<file path="config.mk">
export PLATFORM = sky130hd
export DESIGN_NAME = canon_sequencer
export DESIGN_NICKNAME = d
export VERILOG_FILES = /design/src/rtl/canon_pkg.sv /design/src/rtl/canon_sequencer.sv
export SDC_FILE = /design/constraint.sdc
export NUM_CORES = 1
export LEC_CHECK = 0
export CORE_MARGIN = 2
export CORE_UTILIZATION = 52
export DETAILED_ROUTE_END_ITERATION = 10
export PLACE_DENSITY = 0.84
export SKIP_LAST_GASP = 1
export SYNTH_ARGS = -nofsm -noshare
export SYNTH_HDL_FRONTEND = slang
export SYNTH_SLANG_ARGS = --single-unit
</file>
<file path="constraint.sdc">
create_clock -name clk -period 5.11 [get_ports clk]
set_input_delay 1.022 -clock clk [delete_from_list [all_inputs] [get_ports clk]]
set_output_delay 1.022 -clock clk [all_outputs]
set_load 0.005 [all_outputs]
</file>
<file path="src/rtl/canon_pkg.sv">
// Shared types and helpers for the canon sequencer and its display/bench models.
package canon_pkg;

  typedef enum logic [2:0] {
    ST_IDLE    = 3'd0,
    ST_START   = 3'd1,
    ST_FETCH   = 3'd2,
    ST_CAPTURE = 3'd3,
    ST_ISSUE   = 3'd4,
    ST_DONE    = 3'd5
  } state_e;

  localparam int unsigned NOTE_REST = 0;

  // Melody position a voice plays at a given beat: voices trail by v*entry_beats, wrapping at the song length.
  function automatic int unsigned voice_addr(input int unsigned beat,
                                             input int unsigned v,
                                             input int unsigned entry_beats,
                                             input int unsigned addr_w);
    int unsigned mask;
    mask = (32'd1 << addr_w) - 32'd1;
    return (beat - v * entry_beats) & mask;
  endfunction

endpackage

</file>
<file path="src/rtl/canon_sequencer.sv">
// Beat-driven scheduler: per crotchet, fetches each active voice's delayed note
// from the melody ROM and hands it to the tone-generator config port.
module canon_sequencer
  import canon_pkg::*;
#(
  parameter int unsigned NUM_VOICES  = 4,
  parameter int unsigned ENTRY_BEATS = 8,
  parameter int unsigned ADDR_W      = 6,
  parameter int unsigned NOTE_W      = 8,
  localparam int unsigned VW         = (NUM_VOICES > 1) ? $clog2(NUM_VOICES) : 1
) (
  input  logic                  clk,
  input  logic                  rst,
  input  logic                  enable,
  input  logic                  beat_tick,
  output logic                  rom_rd,
  output logic [ADDR_W-1:0]     rom_addr,
  input  logic [NOTE_W-1:0]     rom_data,
  output logic                  cfg_valid,
  input  logic                  cfg_ready,
  output logic [VW-1:0]         cfg_voice,
  output logic [NOTE_W-1:0]     cfg_note,
  output logic [ADDR_W-1:0]     beat,
  output logic [NUM_VOICES-1:0] voices_active,
  output logic                  busy,
  output logic                  overrun
);

  // Parameter sanity: a voice entering after the song has wrapped would never line up.
  if (NUM_VOICES < 1 || NUM_VOICES > 8) begin : g_bad_voices
    $error("canon_sequencer: NUM_VOICES must be in 1..8");
  end
  if ((NUM_VOICES - 1) * ENTRY_BEATS >= (32'd1 << ADDR_W)) begin : g_bad_entry
    $error("canon_sequencer: last voice entry must fall inside the song");
  end

  state_e                  state, state_d;
  logic                    pending, pending_d;
  logic [VW-1:0]           vptr, vptr_d;
  logic [ADDR_W-1:0]       beat_d, rom_addr_d;
  logic [NUM_VOICES-1:0]   active_d, entry_mask;
  logic                    overrun_d, rom_rd_d, cfg_valid_d, busy_d;
  logic [VW-1:0]           cfg_voice_d;
  logic [NOTE_W-1:0]       cfg_note_d;
  logic [VW:0]             first_hit, next_hit;

  // Lowest set bit of mask at or above index lo; MSB of result flags a hit.
  function automatic logic [VW:0] find_from(input logic [NUM_VOICES-1:0] mask,
                                            input int unsigned lo);
    logic [VW:0] hit;
    hit = '0;
    for (int i = int'(NUM_VOICES) - 1; i >= 0; i--) begin
      if (mask[i] && (32'(i) >= lo)) hit = {1'b1, VW'(i)};
    end
    return hit;
  endfunction

  // Voices whose entry beat is the current beat, and the priority finders over the mask.
  always_comb begin
    entry_mask = '0;
    for (int v = 0; v < int'(NUM_VOICES); v++) begin
      entry_mask[v] = (32'(beat) == 32'(v) * ENTRY_BEATS);
    end
    first_hit = find_from(voices_active | entry_mask, 32'd0);
    next_hit  = find_from(voices_active, 32'(vptr) + 32'd1);
  end

  // Next-state and next-output logic for the sweep FSM.
  always_comb begin
    state_d     = state;
    beat_d      = beat;
    active_d    = voices_active;
    pending_d   = pending;
    overrun_d   = overrun;
    vptr_d      = vptr;
    rom_addr_d  = rom_addr;
    cfg_voice_d = cfg_voice;
    cfg_note_d  = cfg_note;
    rom_rd_d    = 1'b0;
    cfg_valid_d = 1'b0;
    busy_d      = 1'b0;

    // A tick arriving mid-sweep is queued once; a second one is dropped and flagged.
    if (state != ST_IDLE && beat_tick) begin
      if (pending) overrun_d = 1'b1;
      else         pending_d = 1'b1;
    end

    case (state)
      ST_IDLE: begin
        if (enable && (beat_tick || pending)) begin
          state_d   = ST_START;
          pending_d = 1'b0;
        end
      end
      ST_START: begin
        active_d = voices_active | entry_mask;
        if (first_hit[VW]) begin
          vptr_d  = first_hit[VW-1:0];
          state_d = ST_FETCH;
        end else begin
          state_d = ST_DONE;
        end
      end
      ST_FETCH: state_d = ST_CAPTURE;
      ST_CAPTURE: begin
        cfg_note_d  = rom_data;
        cfg_voice_d = vptr;
        state_d     = ST_ISSUE;
      end
      ST_ISSUE: begin
        if (cfg_ready) begin
          if (next_hit[VW]) begin
            vptr_d  = next_hit[VW-1:0];
            state_d = ST_FETCH;
          end else begin
            state_d = ST_DONE;
          end
        end
      end
      ST_DONE: begin
        beat_d  = beat + ADDR_W'(1);
        state_d = ST_IDLE;
      end
      default: state_d = ST_IDLE;
    endcase

    // Strobes and address are registered against the state being entered.
    rom_rd_d    = (state_d == ST_FETCH);
    cfg_valid_d = (state_d == ST_ISSUE);
    busy_d      = (state_d != ST_IDLE);
    if (state_d == ST_FETCH) begin
      rom_addr_d = ADDR_W'(voice_addr(32'(beat), 32'(vptr_d), ENTRY_BEATS, ADDR_W));
    end
  end

  // State and output registers; reset aborts any sweep immediately.
  always_ff @(posedge clk) begin
    if (rst) begin
      state         <= ST_IDLE;
      beat          <= '0;
      voices_active <= '0;
      pending       <= 1'b0;
      overrun       <= 1'b0;
      vptr          <= '0;
      rom_rd        <= 1'b0;
      rom_addr      <= '0;
      cfg_valid     <= 1'b0;
      cfg_voice     <= '0;
      cfg_note      <= '0;
      busy          <= 1'b0;
    end else begin
      state         <= state_d;
      beat          <= beat_d;
      voices_active <= active_d;
      pending       <= pending_d;
      overrun       <= overrun_d;
      vptr          <= vptr_d;
      rom_rd        <= rom_rd_d;
      rom_addr      <= rom_addr_d;
      cfg_valid     <= cfg_valid_d;
      cfg_voice     <= cfg_voice_d;
      cfg_note      <= cfg_note_d;
      busy          <= busy_d;
    end
  end

endmodule
</file>
After elaboration in Yosys (flattened, before gate mapping)
Index checks and enable logic that the tools add are counted.
Widths: inputs -> output; s select.
- bits of input ports: 13
- RAM bits: 0
- bits in read-only memories: 0
- bits in latches: 0
- register bits after elaboration: 36
- word-level logic and storage cells: 62
- output and inout port bits: 30
- memories kept: 0
- shift-type cells: 0
- bitwise operators: 1
- mux-type cells: 20
- divide/modulo/power cells: 0
- reductions and logical operators: 12
- multipliers: 0
- add/sub/neg operators: 3
- eq/ne operators: 10
- order comparisons: 4
- operator list (operator ; number):
    $mux 3 ; 12
    $pmux 3 s5 ; 1
    $eq 6x5->1 const B ; 2
    $eq 3x2->1 const B ; 3
    $eq 3x3->1 const B ; 3
    $add 6x1->6 const B ; 1
    $eq 6x4->1 const B ; 1
    $ge 1x3->1 const A ; 2
    $ge 2x3->1 const A ; 2
    $logic_and 1x1->1 ; 6
    $logic_not 6->1 ; 1
    $mux 2 ; 3
    $reduce_bool 3->1 ; 2
    $sub 6x5->6 ; 1
    $or 4x4->4 ; 1
    $pmux 2 s2 ; 1
    $add 2x1->3 const B ; 1
    $eq 3x1->1 const B ; 1
    $logic_not 3->1 ; 1
    $mux 1 ; 3
    $reduce_and 2->1 ; 1
    $logic_or 1x1->1 ; 1

Longest topological paths before layout
- word-level depth: 11
- mapped depth: 12
- gate-level depth less buffers: 12

Worst setup path after synthesis
No wires, ideal clock.
- kind: input -> register
- start point: input cfg_ready
- end point: register rom_addr[5]
- data required time: 4.989 ns
- slack: 2.346 ns
- stages on the path: 10
- library setup time: 0.121 ns
- arrival time: 2.644 ns
- path through: and4bb_1 inv_1 a21oi_2 a221o_1 ha_1 inv_1 fa_1 xor2_1 nor2_1 mux2_2
- cells in the longest elaborated chain, start to end: 3
- ends and longest elaborated chain (element ; RTL line ; text):
    start: declaration ; canon_sequencer.sv:20 ; input logic cfg_ready,
    $mux 2 ; canon_sequencer.sv:112 ; if (cfg_ready) begin
    $pmux 2 s2 ; canon_sequencer.sv:89 ; case (state)
    named net vptr_d[0] ; canon_sequencer.sv:39 ; logic [VW-1:0] vptr, vptr_d;
    $sub 6x5->6 ; canon_pkg.sv:22 ; return (beat - v * entry_beats) & mask;
    end signal: assignment ; canon_sequencer.sv:160 ; rom_addr <= rom_addr_d;
    end: declaration ; canon_sequencer.sv:17 ; output logic [ADDR_W-1:0] rom_addr,
The timed path passes the listed nets, and every way through them passes these cells.
A chain may end at the register's enable or synchronous reset.

Worst setup path after layout
Same ends and word-level chain as after synthesis.

==> key figures <==
Detailed routing
  • Drt total wl: roughly 3600 µm
  • Via count: about 1500
  • Drt via density: 5.26
  • Initial DRC count: 44
  • First-pass DRT Iterations: 4
  • WL per Instance: roughly 13 µm
  • DR DRC count: 0
  • Post-DRT Antenna Nets: 0

Cells and area
  • # nets final: approximately 250
  • Most common cell after layout, fill and taps aside: clkdlybuf4s50_1
  • Layout area overhead: 27.5%
  • Layout cells sized above 1: 0.101
  • Most frequent cells in the layout: clkdlybuf4s50_1, dfxtp_1, nor2_1, a21oi_1, nand2_1
  • Non-Filler Instances: ~280
  • Antenna diode count: 0

Synth
  • Yosys warnings: 0
  • Syn Std Cell Area: approximately 0.0017 mm²
  • Syn nets: approximately 220
  • Synth Area in Simple Gates: 0.290
  • Distinct cell type count after synthesis: 50
  • Synth Flop Type: dfxtp_1
  • Synth top area cells: dfxtp_1, nor2_1, a21oi_1, nand2b_1, nand2_1
  • Synth area leader: dfxtp_1
  • Xor-xnor portion of the synthesized cell area: 0.0354
  • Largest family of logic cells by synthesized area: simple AND/OR/NAND/NOR gates
  • Synth Register Bits: 36
  • Mux share of post-synthesis cell area: 0.0419
  • Synth Area in Compound Gates: 0.135
  • Syn avg cell area: 8.70 µm²
  • Gate Count Post-Synth: 199
  • Post-synth EDFFs: 0
  • Post-synth top area share: 0.416
  • Post-synthesis adder-cell area fraction: 0.0333
  • Async set-reset flop share out of synthesis: 0
  • Post-synthesis sequential area ratio: 0.416

Critical path
  • Max FO, Critical Path: 4
  • FF-to-FF Start: beat[0]
  • FF-to-FF setup slack: 2270 ps
  • CP Capture Type: flop
  • Worst EP required: 5350 ps
  • Worst EP arrival: approximately 3300 ps
  • Startpoint Class: primary input
  • R2r worst-path depth: 12
  • RR Endpoint: rom_addr[5]
  • Setup CP Type: primary input to flop

Placement
  • DP Cell Count: around 270
  • Detailed Place HPWL: about 2600 µm
  • GP Congestion: 0.926
  • Input/output buffers: 42

Power
  • Net switching fraction of the power: 0.263
  • Clk pwr share: 0.279
  • Int Pwr: around 370 µW
  • Switching Power: between 100 and 150 µW
  • Flop pwr share: 0.589
  • Power Density: between 200 and 250 mW/mm²
  • Leak Pwr: roughly 0.00080 µW
  • Worst vdd ir: approximately 0.14 mV
  • Logic pwr share: 0.133

Clock network
  • Clock transition at path regs: around 100 ps
  • Clock Sinks: 36
  • Worst-Skew Late Latency: between 300 and 400 ps
  • Hold-fix buffers, CTS: 0
  • CTS tree: yes
  • Post_cts resized: 0
  • CTS Buf Count: 5
  • Largest buffer count on any clock path: 2
  • Postcts setup bufs: 0
  • CTS Root Cell: clkbuf_4
  • H-tree Lvls: 2

Global routing
  • First-pass GRT wire length: 5800 µm
  • Tot GR Track Use: 0.208
  • Grt ovf: 0
  • Initial antenna violation count: 0
  • Largest net degree at the start of global routing: 39
  • Vias in the first global route: 1326

Flow run
  • Max Cap Viol: 0

Timing
  • Setup TNS: 0 ps
  • Final hold slack: 460 ps
  • RSZ-0062 raised after global routing: false
  • Worst slew pin tran: 636 ps
  • FMAX: 332 MHz
  • Fin. Hold Viols: 0
  • Count of final setup violators: 0
  • Final Critical Period: 3020 ps
  • Clock Skew: between 6 and 7 ps
  • Fin crit share: 0.590
  • Final Max Slew Viols: 0
  • Slew headroom: 0.575

Outcome
  • Outcome: complete, no violations

Min path
  • Worst hold start: cfg_note[0]
  • WHS Endpoint: cfg_note[0]
  • Hold Path Depth: 2
  • HP Class: flop to flop

Floorplanning
  • Die ar.: roughly 0.0038 mm²
  • Core Box Area: roughly 0.0031 mm²
  • Vert. Die Dim: about 60 µm
  • Num rows: 20
  • Starting Density: 0.558
  • Top Ports: 43
  • Die width: slightly above 60 µm
-- synth_stat cells, types with 2 or more instances --
library cell / number
mux2_2: 2
o21ai_0: 3
dfxtp_1: 36
inv_1: 6
or2_2: 2
clkbuf_1: 5
nand2_1: 14
ha_1: 3
mux2i_1: 5
nor2b_1: 4
nand2b_1: 11
nor3_1: 3
a31oi_1: 7
nor2_1: 29
xnor2_1: 3
a21oi_1: 16
xor2_1: 4
nand3_1: 10
buf_2: 5
-- per-stage QoR --
| stage | setup slack (ps) | instance area (µm²) | utilization | power, µW |
|---|---|---|---|---|
| after floorplan | 2350 | 1730 | - | 346 |
| after global placement | 1770 | 2160 | 0.696 | 372 |
| after detailed placement | 1730 | 2160 | 0.696 | 373 |
| after CTS | 2100 | 2210 | 0.711 | 515 |
| after global routing | 1970 | 2210 | 0.711 | 532 |
| final | 2090 | 2210 | 0.711 | 508 |
-- final cells by class --
type                       count  area [µm²]
multi-input combinational    144         927
fill                         299         896
sequential                    36         721
timing repair buffer          44         435
tap                           44        55.1
clock buffer                   6        41.3
inverter                       6        22.5
clock inverter                 1        5.00
-- how the worst max path moves through the flow --
| stage | startpoint | endpoint | slack, ps | depth (start not counted) |
|---|---|---|---|---|
| after CTS | cfg_ready | rom_addr[5] | 2100 | 11 |
| after floorplan | cfg_ready | rom_addr[5] | 2350 | 10 |
| after detailed placement | cfg_ready | rom_addr[5] | 1730 | 11 |
| final | cfg_ready | rom_addr[5] | 2090 | 11 |
| after global routing | cfg_ready | rom_addr[5] | 1970 | 11 |
| after global placement | cfg_ready | rom_addr[5] | 1770 | 11 |
-- state kept, by name, indices dropped and copies added, names as in the netlist --
register and count:
overrun 1, rom_addr 6, vptr 2, rom_rd 1
cfg_valid 1, cfg_note 8, state 3, beat 6
cfg_voice 2, pending 1, busy 1, voices_active 4
-- metal layers --
| metal | global-route usage | share of wire |
|---|---|---|
| met4 | 0.100 | 0.015 |
| met1 | 0.247 | 0.44 |
| met3 | 0.0399 | 0.066 |
| met5 | 0 | 0 |
| met2 | 0.358 | 0.48 |
-- cells by family after synthesis --
family                     after synthesis
adders and majority gates                4
buffers and inverters                   19
and+or+nand+nor                         90
AOI/OAI and AO/OA                       36
DFF                                     36
xor gates and xnor gates                 7
muxes                                    7
-- power by group through the flow --
stage	registers, µW	logic (µW)	clock network, µW
2_1_floorplan	299	46.9	0
3_3_place_gp	306	66.5	0
4_1_cts	299	67.8	148
5_1_grt	301	75.7	155
3_5_place_dp	306	67.4	0
6_report	299	67.5	142
-- worst max-delay path, cell delays in order --
cell,delay [ps]
clkdlybuf4s50_1,480
and4bb_1,280
inv_1,90
a21oi_2,170
a221o_1,220
ha_1,150
inv_1,40
fa_1,360
xor2_1,130
nor2_1,50
mux2_2,260
Note: power is estimated with default switching activity, not from simulation.
